===== config.mk =====
export PLATFORM = sky130hd
export DESIGN_NAME = mem_pair_loader
export DESIGN_NICKNAME = d
export VERILOG_FILES = /design/src/rtl/loader_pkg.sv /design/src/rtl/mem_pair_loader.sv
export SDC_FILE = /design/constraint.sdc
export NUM_CORES = 1
export LEC_CHECK = 0
export ABC_AREA = 1
export BUFFER_PORTS_ARGS = -buffer_cell sky130_fd_sc_hd__buf_2
export CAP_MARGIN = 25
export CORE_MARGIN = 10
export CORE_UTILIZATION = 52
export CTS_CLUSTER_DIAMETER = 40
export CTS_CLUSTER_SIZE = 30
export DETAILED_ROUTE_END_ITERATION = 7
export PLACE_DENSITY = 0.78
export SKIP_LAST_GASP = 1
export SLEW_MARGIN = 10
export SYNTH_ARGS = -nofsm -noshare
export SYNTH_HDL_FRONTEND = slang
export SYNTH_SLANG_ARGS = --single-unit

===== constraint.sdc =====
create_clock -name clock -period 1.9 [get_ports clock]
set_clock_uncertainty 0.05 [all_clocks]
set_input_delay 0.095 -clock clock [delete_from_list [all_inputs] [get_ports clock]]
set_output_delay 0.095 -clock clock [all_outputs]
set_load 0.1 [all_outputs]

===== src/rtl/loader_pkg.sv =====
// Shared sizing, state encoding and checksum helper for the paired-memory loader.
// One pass writes WORDS_PER_PASS words across two MEM_DEPTH-deep memories.
package loader_pkg;

   localparam int MEM_DEPTH      = 8;
   localparam int ADDR_W         = 3;
   localparam int DATA_W         = 4;
   localparam int WORDS_PER_PASS = 16;
   localparam int CSUM_W         = 8;
   localparam int IDX_W          = $clog2(WORDS_PER_PASS);

   typedef enum logic [1:0] {
      IDLE = 2'd0,
      LOAD = 2'd1,
      DONE = 2'd2
   } state_t;

   // 8-bit accumulator cannot wrap: 16 words of at most 15 sum to 240.
   function automatic logic [CSUM_W-1:0] csum_add(input logic [CSUM_W-1:0] acc,
                                                  input logic [DATA_W-1:0] w);
      return acc + {{(CSUM_W-DATA_W){1'b0}}, w};
   endfunction

endpackage


===== src/rtl/mem_pair_loader.sv =====
// Streams 16 source words into two external block memories, even words to A and
// odd words to B at a shared address, with registered write strobes and a checksum.
module mem_pair_loader
   import loader_pkg::*;
(
   input  logic              clock,
   input  logic              clear,
   input  logic              start,
   input  logic              s_valid,
   input  logic [DATA_W-1:0] s_data,
   output logic              s_ready,
   output logic              mem_a_ena,
   output logic              mem_a_wea,
   output logic [ADDR_W-1:0] mem_a_addr,
   output logic [DATA_W-1:0] mem_a_din,
   output logic              mem_b_ena,
   output logic              mem_b_wea,
   output logic [ADDR_W-1:0] mem_b_addr,
   output logic [DATA_W-1:0] mem_b_din,
   output logic              busy,
   output logic              done,
   output logic [CSUM_W-1:0] checksum
);

   state_t              state_q, state_d;
   logic [IDX_W-1:0]    idx_q;
   logic [ADDR_W-1:0]   addr_q;
   logic [CSUM_W-1:0]   csum_q;
   logic                load_entry;
   logic                hs_p0;
   logic                odd_p0;

   logic                vld_a_p1, vld_b_p1;
   logic [ADDR_W-1:0]   addr_a_p1, addr_b_p1;
   logic [DATA_W-1:0]   din_a_p1, din_b_p1;

   always_ff @(posedge clock or posedge clear) begin
      if (clear) begin
         state_q <= IDLE;
      end else begin
         state_q <= state_d;
      end
   end

   always_comb begin
      state_d    = state_q;
      s_ready    = 1'b0;
      busy       = 1'b0;
      done       = 1'b0;
      load_entry = 1'b0;
      case (state_q)
         IDLE: begin
            if (start) begin
               state_d    = LOAD;
               load_entry = 1'b1;
            end
         end
         LOAD: begin
            s_ready = 1'b1;
            busy    = 1'b1;
            if (s_valid && (idx_q == IDX_W'(WORDS_PER_PASS - 1))) begin
               state_d = DONE;
            end
         end
         DONE: begin
            done    = 1'b1;
            state_d = IDLE;
         end
         default: state_d = IDLE;
      endcase
   end

   assign hs_p0  = s_valid & s_ready;
   assign odd_p0 = idx_q[0];

   // p0: handshake updates word index, shared address and running checksum
   always_ff @(posedge clock or posedge clear) begin
      if (clear) begin
         idx_q  <= '0;
         addr_q <= '0;
         csum_q <= '0;
      end else if (load_entry) begin
         idx_q  <= '0;
         addr_q <= '0;
         csum_q <= '0;
      end else if (hs_p0) begin
         idx_q  <= idx_q + IDX_W'(1);
         csum_q <= csum_add(csum_q, s_data);
         if (odd_p0) begin
            addr_q <= addr_q + ADDR_W'(1);
         end
      end
   end

   // p1: one-cycle write strobe to the selected memory; clear kills a pending write
   always_ff @(posedge clock or posedge clear) begin
      if (clear) begin
         vld_a_p1  <= 1'b0;
         vld_b_p1  <= 1'b0;
         addr_a_p1 <= '0;
         addr_b_p1 <= '0;
         din_a_p1  <= '0;
         din_b_p1  <= '0;
      end else begin
         vld_a_p1 <= hs_p0 & ~odd_p0;
         vld_b_p1 <= hs_p0 & odd_p0;
         if (hs_p0 && !odd_p0) begin
            addr_a_p1 <= addr_q;
            din_a_p1  <= s_data;
         end
         if (hs_p0 && odd_p0) begin
            addr_b_p1 <= addr_q;
            din_b_p1  <= s_data;
         end
      end
   end

   assign mem_a_ena  = vld_a_p1;
   assign mem_a_wea  = vld_a_p1;
   assign mem_a_addr = addr_a_p1;
   assign mem_a_din  = din_a_p1;
   assign mem_b_ena  = vld_b_p1;
   assign mem_b_wea  = vld_b_p1;
   assign mem_b_addr = addr_b_p1;
   assign mem_b_din  = din_b_p1;
   assign checksum   = csum_q;

endmodule

==> results.py <==
metrics = {
    "global_routing": {
        "grt_overflow": 0,
        "grt_max_degree": 34,
        "grt_pass1_wl_microns": 5750,
        "antenna_found_initial": 0,
        "groute.usage.overall_pct": 13.4,
        "grt_pass1_vias": 1290,
    },
    "cts": {
        "numCtsBuffers": 5,
        "clk_pin_slew_ps": 100,
        "cts_tree": "yes",
        "clockRootBuffer": "clkbuf_4",
        "htreeDepth": 2,
        "max-clock-path-buffers": 2,
        "clock_sinks": 33,
        "clk_latency_ps": 330,
        "cts-resized-gates": 0,
    },
    "detailed_routing": {
        "wl_met1_microns": 1400,
        "wl_per_cell_microns": 13.6,
        "met3_length_microns": 294,
        "ant_nets": 0,
        "highest_layer": "met4",
        "viasPerCell": 5.25,
        "drt_wl_total_microns": 3380,
        "wl_met2_microns": 1610,
        "num_vias": 1303,
        "drc": 0,
        "drt_iter0_drc": 71,
        "drt_first_pass_iters": 4,
    },
    "synth": {
        "yosysWarnings": 0,
        "syn-num-nets": 190,
        "syn_area_sq_mm": 0.00155,
        "ys_ff_latch": 33,
        "syn_inst": 175,
        "ys_types": 22,
        "syn_area_per_cell_sq_um": 8.84,
        "ys_seq_area_share_pct": 53.4,
    },
    "worst_setup_path": {
        "worstPathArrival_ps": 1970,
        "crit_path_top_delay_cell": "dfrtp_4",
        "crit_type": "reg2reg",
        "cpPeakStageDelay_ps": 420,
        "cp_cell_sequence": "ha_1, inv_1, fa_1, o21ai_1, nand3_1, nand2_1, inv_1, nor2_1",
        "crit_top_cell": "inv_1",
        "cp_data_required_time_ps": 2120,
        "start_kind": "register",
        "cp_top_family": "adder cells",
        "path_buf_inv": 2,
        "worst-path-max-fanout": 4,
        "endpoint_kind": "register",
    },
    "sta": {
        "tns_ps": 0,
        "min_period_ps": 1750,
        "setup_violations": 0,
        "report.final.slew_viol_count": 0,
        "tightest_slew_ps": 501,
        "fmax_mhz": 570,
        "fin_crit_sh_pct": 92.3,
        "slew_headroom_pct": 66.8,
        "hold_viol_final": 0,
        "rsz0062_at_grt": "no",
    },
    "outcome": {
        "status": "finished clean",
    },
    "final_layout": {
        "final_cells": 248,
        "drive_gt1_share_pct": 25.3,
        "antenna_cells": 0,
        "final_common_cell": "nand2_1",
        "area_growth_pct": 17.6,
        "nets": 231,
        "final_cell_mix": "nand2_1 (43), buf_2 (36), dfrtp_1 (29), inv_1 (22), o21ai_0 (21)",
    },
    "flow_run": {
        "drv_cap": 0,
    },
    "place": {
        "numPortBuffers": 36,
        "hpwl_microns": 2600,
        "place_inst": 236,
        "gp_congestion": 0.948,
    },
    "die": {
        "die_x_microns": 74.5,
        "dieArea_sq_mm": 0.00556,
        "core_area_sq_mm": 0.00281,
        "ios": 37,
        "start_util_pct": 55.1,
        "rows": 19,
        "die_h_microns": 74.5,
    },
    "min_path": {
        "hold_class": "in2reg",
    },
}
flip-flops by register name, indices dropped and copies added, names as in the netlist:
name and count:
mem_b_din 4, state_q 2, addr_q 3, mem_a_din 4
mem_b_addr 3, idx_q 4, mem_a_ena 1, mem_a_addr 3
mem_b_ena 1, checksum 8
logic make-up after synthesis:
group	after synthesis	share of synthesized area, %
adders and majority gates	7	6.15
AOI/OAI and AO/OA	33	11.5
and+or+nand+nor	69	18.6
DFF	33	53.4
buffers and inverters	32	9.79
xor gates and xnor gates	1	0.566
Yosys cell counts:
| cell | n | share of area, % |
|---|---|---|
| nand2_1 | 43 | 10 |
| dfrtp_1 | 33 | 53 |
| inv_1 | 22 | 5.3 |
| o21ai_0 | 22 | 7.1 |
| nor2_1 | 11 | 2.7 |
| nand3_1 | 8 | 2.6 |
| a21oi_1 | 7 | 2.3 |
| ha_1 | 6 | 4.9 |
| buf_2 | 3 | 0.97 |
| buf_4 | 3 | 1.5 |
| nor3_1 | 3 | 0.97 |
| a22o_1 | 2 | 1.1 |
| buf_6 | 2 | 1.5 |
| nand2_2 | 2 | 0.81 |
| clkinv_2 | 1 | 0.32 |
| fa_1 | 1 | 1.3 |
| inv_2 | 1 | 0.24 |
| nand4_1 | 1 | 0.40 |
| nor2_4 | 1 | 0.73 |
| o21ai_2 | 1 | 0.57 |
| o22ai_1 | 1 | 0.40 |
| xor2_1 | 1 | 0.57 |
worst reg2reg max path, stage by stage, from the launching register on:
cell and delay (ps):
dfrtp_4 420, ha_1 160, inv_1 70, fa_1 410
o21ai_1 270, nand3_1 120, nand2_1 70, inv_1 40
nor2_1 90
worst paths after layout:
path,start,to,slack [ps],cells after the start
hold reg to reg,mem_a_addr[1]$_DFFE_PP0P_,mem_a_addr[1]$_DFFE_PP0P_,440,2
hold / removal,s_data[0],mem_a_din[0]$_DFFE_PP0P_,9,3
setup reg to reg,checksum[0]$_DFFE_PP0N_,checksum[6]$_DFFE_PP0N_,150,8
min in group asynchronous,clear,mem_b_addr[0]$_DFFE_PP0P_,320,4
setup / recovery,checksum[0]$_DFFE_PP0N_,checksum[6]$_DFFE_PP0N_,150,8
max in group asynchronous,clear,checksum[0]$_DFFE_PP0N_,1140,4
through the flow:
| step | instance area (sq um) | setup WS (ps) | util [%] | hold WS, ps |
|---|---|---|---|---|
| final | 1820 | 146 | 64.9 | 9.50 |
| after global routing | 1820 | 16.1 | 64.9 | 14.9 |
| after detailed placement | 1730 | 163 | 61.6 | 155 |
| after floorplan | 1550 | 16.6 | - | 174 |
| after global placement | 1730 | 259 | 61.6 | 143 |
| after CTS | 1820 | 139 | 64.9 | 1.09 |
per-layer routing:
| layer | vias to the layer above | GRT usage, % |
|---|---|---|
| li1 | 641 | - |
| met1 | 608 | 14.2 |
| met2 | 45 | 22.6 |
| met3 | 9 | 5.98 |
| met4 | 0 | 5.67 |
| met5 | - | 0 |
final cells by class:
| cell class | instances | area, sq um |
|---|---|---|
| Fill cell | 266 | 986 |
| Sequential cell | 33 | 833 |
| Multi-Input combinational cell | 110 | 569 |
| Timing Repair Buffer | 42 | 235 |
| Inverter | 24 | 91.3 |
| Clock buffer | 6 | 41.3 |
| Tap cell | 31 | 38.8 |
| Clock inverter | 2 | 10.0 |
timing repair:
item,in CTS,in global routing
endpoints found under the hold margin,37,0
buffers inserted,0,0
hold buffers,4,0
Power is not shown: default switching activity piles up to over one toggle a cycle in this logic, so the estimate is an artifact.
